===== src/rtl/transpose_ctrl.sv =====
// transpose_ctrl
//   Tile controller in front of transpose_memory_bank. Input tiles arrive one
//   row per beat and are written diagonally skewed across the NUM_PE banks.
//   Each tile is read back one column per beat and de-skewed, so the output
//   rows are the columns of the input tile (the transpose).
//
//   Optional feature macro: TRANSPOSE_CTRL_PINGPONG_EN
//     defined   : two tile buffers (base addresses 0 and NUM_PE), so tile k+1
//                 can be written while tile k drains.
//     undefined : one tile buffer at base 0; input stalls from the last row of
//                 a tile until that tile's last column read has issued.
//
// Ports
//   clk, rst              clock (rising edge), async active-low reset
//   in_valid/in_ready     input row handshake, in_data[j] = A[r][j]
//   out_valid/out_ready   output row handshake, out_data[i] = A[i][c]
//   out_last              marks the last output row of a tile
//   mem_wen, mem_write_*  bank write port (write on the handshake edge)
//   mem_ren, mem_read_*   bank read port (data returns one cycle after ren)
module transpose_ctrl #(
  parameter int DATA_WIDTH = 16,
  parameter int NUM_PE     = 4,
  parameter int ADDR_WIDTH = 3
) (
  input  logic                  clk,
  input  logic                  rst,
  input  logic                  in_valid,
  output logic                  in_ready,
  input  logic [DATA_WIDTH-1:0] in_data        [NUM_PE],
  output logic                  out_valid,
  input  logic                  out_ready,
  output logic [DATA_WIDTH-1:0] out_data       [NUM_PE],
  output logic                  out_last,
  output logic                  mem_wen,
  output logic [ADDR_WIDTH-1:0] mem_write_addr [NUM_PE],
  output logic [DATA_WIDTH-1:0] mem_write_data [NUM_PE],
  output logic                  mem_ren,
  output logic [ADDR_WIDTH-1:0] mem_read_addr  [NUM_PE],
  input  logic [DATA_WIDTH-1:0] mem_read_data  [NUM_PE]
);

  localparam int RW = $clog2(NUM_PE);
  localparam logic [RW-1:0] LAST_IDX = RW'(NUM_PE - 1);

`ifdef TRANSPOSE_CTRL_PINGPONG_EN
  localparam int NBUF = 2;
`else
  localparam int NBUF = 1;
`endif

  logic            wr_buf;
  logic            rd_buf;
  logic [NBUF-1:0] full_q, full_d;
  logic [RW-1:0]   wr_row_q, wr_row_d;
  logic [RW-1:0]   rd_col_q, rd_col_d;
  logic [RW-1:0]   col_q, col_d;
  logic            rd_pend_q, rd_pend_d;
  logic            wr_fire;
  logic            rd_issue;
  logic            wr_wrap;
  logic            rd_wrap;

  assign in_ready  = !full_q[wr_buf];
  assign wr_fire   = in_valid && in_ready;
  // A new column may be read when the pending row is idle or is leaving this
  // cycle; the bank then overwrites its read data on the same edge.
  assign rd_issue  = full_q[rd_buf] && (!rd_pend_q || out_ready);
  assign wr_wrap   = wr_fire && (wr_row_q == LAST_IDX);
  assign rd_wrap   = rd_issue && (rd_col_q == LAST_IDX);

  assign mem_wen   = wr_fire;
  assign mem_ren   = rd_issue;
  assign out_valid = rd_pend_q;
  assign out_last  = rd_pend_q && (col_q == LAST_IDX);

`ifdef TRANSPOSE_CTRL_PINGPONG_EN
  logic wr_buf_q, wr_buf_d;
  logic rd_buf_q, rd_buf_d;

  assign wr_buf = wr_buf_q;
  assign rd_buf = rd_buf_q;

  always_comb begin
    wr_buf_d = wr_buf_q;
    rd_buf_d = rd_buf_q;
    if (wr_wrap) wr_buf_d = ~wr_buf_q;
    if (rd_wrap) rd_buf_d = ~rd_buf_q;
  end

  always_ff @(posedge clk or negedge rst) begin
    if (!rst) begin
      wr_buf_q <= 1'b0;
      rd_buf_q <= 1'b0;
    end else begin
      wr_buf_q <= wr_buf_d;
      rd_buf_q <= rd_buf_d;
    end
  end
`else
  assign wr_buf = 1'b0;
  assign rd_buf = 1'b0;
`endif

  // Row r lands at address base+r; element j goes to bank (j+r) mod NUM_PE.
  // Column c is read from bank b at base+((b-c) mod NUM_PE), which puts A[i][c]
  // in bank (c+i) mod NUM_PE; the output mux rotates it back to lane i.
  always_comb begin
    logic [RW-1:0] k;
    k = '0;
    for (int b = 0; b < NUM_PE; b++) begin
      k                 = RW'(b) - wr_row_q;
      mem_write_addr[b] = ADDR_WIDTH'({wr_buf, wr_row_q});
      mem_write_data[b] = in_data[k];
      k                 = RW'(b) - rd_col_q;
      mem_read_addr[b]  = ADDR_WIDTH'({rd_buf, k});
      k                 = col_q + RW'(b);
      out_data[b]       = mem_read_data[k];
    end
  end

  // Set and clear of full always target different buffers when both fire,
  // because a buffer that is full cannot accept the write that would set it.
  always_comb begin
    wr_row_d  = wr_row_q;
    rd_col_d  = rd_col_q;
    col_d     = col_q;
    rd_pend_d = rd_pend_q;
    full_d    = full_q;
    if (wr_fire) wr_row_d = wr_row_q + 1'b1;
    if (wr_wrap) full_d[wr_buf] = 1'b1;
    if (rd_issue) begin
      col_d     = rd_col_q;
      rd_col_d  = rd_col_q + 1'b1;
      rd_pend_d = 1'b1;
    end else if (out_ready) begin
      rd_pend_d = 1'b0;
    end
    if (rd_wrap) full_d[rd_buf] = 1'b0;
  end

  always_ff @(posedge clk or negedge rst) begin
    if (!rst) begin
      wr_row_q  <= '0;
      rd_col_q  <= '0;
      col_q     <= '0;
      rd_pend_q <= 1'b0;
      full_q    <= '0;
    end else begin
      wr_row_q  <= wr_row_d;
      rd_col_q  <= rd_col_d;
      col_q     <= col_d;
      rd_pend_q <= rd_pend_d;
      full_q    <= full_d;
    end
  end

endmodule


===== config.mk =====
export PLATFORM = sky130hd
export DESIGN_NAME = transpose_ctrl
export DESIGN_NICKNAME = d
export VERILOG_FILES = /design/src/rtl/transpose_ctrl.sv
export SDC_FILE = /design/constraint.sdc
export NUM_CORES = 1
export LEC_CHECK = 0
export ABC_CLOCK_PERIOD_IN_PS = 3300
export CORE_AREA = 2 2 113 115
export DETAILED_ROUTE_END_ITERATION = 10
export DIE_AREA = 0 0 115 117
export GPL_TIMING_DRIVEN = 0
export MAX_ROUTING_LAYER = met4
export PLACE_DENSITY = 0.74
export SYNTH_ARGS = -nofsm -noshare
export SYNTH_HDL_FRONTEND = slang
export SYNTH_SLANG_ARGS = --single-unit

===== constraint.sdc =====
create_clock -name clk -period 3.3 [get_ports clk]
set_input_delay 0.495 -clock clk [delete_from_list [all_inputs] [get_ports clk]]
set_output_delay 0.495 -clock clk [all_outputs]
set_load 0.01 [all_outputs]

==> reports/summary.md, run 1 <==
### Logic synthesis
* 0 — yosys warns
* 18.20 um2 — Mean Syn Cell Area
* sky130_fd_sc_hd__mux4_2 — most area-hungry cell type in the Yosys netlist
* 3712 um2 — cell area after synthesis
* 74.01% — Synth top area share
* 8 — count of state elements after synthesis
* sky130_fd_sc_hd__mux4_2 (74%), sky130_fd_sc_hd__dfrtp_1 (5.4%), sky130_fd_sc_hd__buf_12 (4.9%), sky130_fd_sc_hd__mux4_1 (4.2%), sky130_fd_sc_hd__buf_4 (4.2%) — top cells by area in the synthesized netlist
* 204 — cell count after synthesis
* 21 — library cells used by synthesis
* 5.393% — proportion of synthesized chip area in sequential cells

### Flow run
* 0 — count of maximum capacitance violations

### Global route
* 22.29 mm — wire length of the first global-routing pass
* 0 — number of antenna violations at the first check in global routing
* 22.39% — gr usage total
* 0 — global route total overflow
* 3841 — number of global-route vias before repair
* 11 — pin count of the biggest net entering global routing

### Route
* 4 — first-pass detailed-route iteration total
* 15.42 mm — drt total wl
* 0 — number of remaining DRC errors
* 23.95 um — wire per inst
* 3717 — Vias
* 5.772 — via density per instance
* 0 — count of nets left with antenna violations after detail routing
* 218 — iteration-0 DRC count of the detailed router

### Final layout
* 35.02% — share of final-layout standard cells stronger than drive strength 1
* 200.2 um2 — area occupied by registers
* 83.28% — area growth from synthesis to layout
* sky130_fd_sc_hd__clkdlybuf4s50_1 (280), sky130_fd_sc_hd__mux4_2 (122), sky130_fd_sc_hd__buf_4 (21) — commonest cells after routing, fill and taps aside
* sky130_fd_sc_hd__clkdlybuf4s50_1 — leading cell type in the layout, fill and taps excluded
* 644 — post-layout instance count excluding filler cells
* 1062 — # fillers
* 0 — number of diodes
* 631 — nets@finish
* 3072 um2 — footprint of the multi-input gates

### Setup path
* sky130_fd_sc_hd__clkdlybuf4s50_1 — CP max-delay cell
* out_data[4] — capture point of the worst path
* 2.80 ns — data required time at the worst endpoint
* wr_row_q[1]$_DFFE_PN0P_ — worst reg2reg endpoint
* ha_1 -> buf_4 -> buf_6 -> buf_2 -> mux4_2 -> clkdlybuf4s50_1 — ordered cell list for the critical path
* col_q[0]$_DFFE_PN0P_ — critical path startpoint
* 5 — FF-to-FF path depth
* primary output — nature of the critical path endpoint
* 10 — largest fanout on the critical path
* 1.60 ns — register-to-register path setup slack
* 0.50 ns — largest incremental delay on the critical path
* 2.43 ns — Critical Path AT
* flip-flop to primary output — critical setup path kind
* flip-flop — CP Launch Type
* wr_row_q[0]$_DFFE_PN0P_ — source of the worst register-to-register timing path

### Clock network
* 0.04 ns — clock transition at the register clock pins on the worst setup and hold paths after CTS
* 0 — CTS resizes
* 2 — number of buffers on the longest clock path
* 0 — number of hold buffers added after cts
* 0.23 ns — insertion delay of the later-clocked pin in the worst-skew pair
* 0 — total setup buffers inserted after CTS
* sky130_fd_sc_hd__clkbuf_16 — Root Driver
* built — TritonCTS clock tree
* 3 — total clock buffers created by CTS
* 8 — number of sinks on the clock net
* 1 — H-tree depth

### Timing
* 0 — setup-violating endpoint count in the final report
* false — setup repair after global routing missed its margin
* 2.924 ns — shortest period the worst path allows
* 0.001582 ns — Max Clock Skew
* 0.5275 ns — final worst hold slack
* 0 — final max-slew violation count
* 0 ns — setup tns final
* 342.0 MHz — achievable clock frequency
* 88.61% — fin crit share
* 0 — endpoints failing hold

### Placed design
* 641 — Placed Cells
* 12.79 mm — detailed placer's ending HPWL
* 0.8301 — routability cong.
* 280 — number of I/O port buffers

### Die
* 30.15% — initial standard-cell utilization of the core
* 41 — total number of placement rows
* 115 um — die span in x
* 13460 um2 — Total Die Area
* 12310 um2 — placeable core region
* 117 um — overall die height
* 289 — top-level I/O count

### Power
* 94.7% — power share of the combinational group
* 1136 nW/um2 — Cell Pwr Density
* 2.998 mW — power dissipated by switching net loads
* 4.733 mW — Int Pwr
* 0.6422 mV — IR Drop Worst-Case VDD
* 38.78% — switching part of the total power
* 2.8% — sequential fraction of design power
* 2.446 nW — total leakage power
* 2.6% — Clk network pwr share

### Worst hold path
* flip-flop to flip-flop — Hold/Removal Path Class

### Status
* finished, final reports clean — outcome

## power by group through the flow
stage	sequential, mW	clock (mW)	combinational [mW]
after CTS	0.215	0.203	7.43
after floorplan	0.217	0	4.08
after detailed placement	0.215	0	7.40
after global placement	0.214	0	7.40
final	0.213	0.200	7.32
after global routing	0.227	0.209	7.72
## final cells by class
type | instances | share of cell area (%)
tap | 150 | 2.758
multi-input combinational | 152 | 45.15
inverter | 5 | 0.2758
buffer | 46 | 6.583
sequential | 8 | 2.942
clock buffer | 3 | 1.103
timing repair buffer | 280 | 41.19
## critical path, delay by kind of cell (launching register included)
kind	cells	cell delay, ns
multiplexers	1	0.37
buffers and inverters	4	1.15
flip-flops	1	0.39
adder cells (fa/ha/maj)	1	0.28
## synth_stat cells
| master | count |
|---|---|
| sky130_fd_sc_hd__xor2_1 | 1 |
| sky130_fd_sc_hd__xnor2_1 | 1 |
| sky130_fd_sc_hd__mux4_2 | 122 |
| sky130_fd_sc_hd__nand2_1 | 2 |
| sky130_fd_sc_hd__mux2_2 | 3 |
| sky130_fd_sc_hd__a21oi_1 | 1 |
| sky130_fd_sc_hd__dfrtp_1 | 8 |
| sky130_fd_sc_hd__nand2b_1 | 1 |
| sky130_fd_sc_hd__mux4_1 | 6 |
| sky130_fd_sc_hd__clkbuf_1 | 1 |
| sky130_fd_sc_hd__inv_1 | 5 |
| sky130_fd_sc_hd__a31oi_1 | 1 |
| sky130_fd_sc_hd__ha_1 | 3 |
| sky130_fd_sc_hd__conb_1 | 1 |
| sky130_fd_sc_hd__mux2i_1 | 1 |
| sky130_fd_sc_hd__buf_12 | 9 |
| sky130_fd_sc_hd__buf_2 | 10 |
| sky130_fd_sc_hd__nor2b_1 | 1 |
| sky130_fd_sc_hd__and2_1 | 1 |
| sky130_fd_sc_hd__buf_4 | 21 |
| sky130_fd_sc_hd__buf_6 | 5 |
## state kept, by name, indices dropped and copies added (netlist names)
register and flops:
rd_col_q 2, col_q 2, full_q 1, out_valid 1, wr_row_q 2
## worst min-delay path by stage
stage	start	end	cells after the start
after floorplan	rst	col_q[0]$_DFFE_PN0P_	0
after global placement	full_q$_DFFE_PN0P_	full_q$_DFFE_PN0P_	1
after detailed placement	full_q$_DFFE_PN0P_	full_q$_DFFE_PN0P_	1
after CTS	full_q$_DFFE_PN0P_	full_q$_DFFE_PN0P_	1
after global routing	full_q$_DFFE_PN0P_	full_q$_DFFE_PN0P_	1
final	full_q$_DFFE_PN0P_	full_q$_DFFE_PN0P_	1
## per-stage QoR
step	setup WS (ns)	power [mW]	instance area [um2]	util [%]
floorplan	1.174	4.293	3739	-
global placement	0.5841	7.618	6729	54.65
detailed placement	0.5896	7.618	6729	54.65
CTS	0.3442	7.853	6804	55.26
global route	0.2642	8.156	6804	55.26
finish	0.3759	7.731	6804	55.26
## layer usage
metal	wire, um	vias up	share of wire, %	track usage (%)
met1	5300	1899	34	24.59
li1	-	1543	-	-
met5	0	-	0	-
met2	8280	255	54	40.94
met3	1582	20	10	5.922
met4	259	0	1.7	4.819
## cell families after synthesis
group,after synthesis,share of synthesized area (%)
compound gates,2,0.3033
xor+xnor,2,0.4719
fa+ha+maj,3,1.011
buf+inv,51,12.57
flops,8,5.393
mux,132,79.44
other cells,1,0.1010
simple gates,5,0.7082
Power figures use the tool's default switching activity.
==> run 2, diff against run 1 <==
CTS_CLUSTER_SIZE = 40   (was unset)
==> results of run 2 <==
Final layout, timing and power as in run 1 (identical DEF).
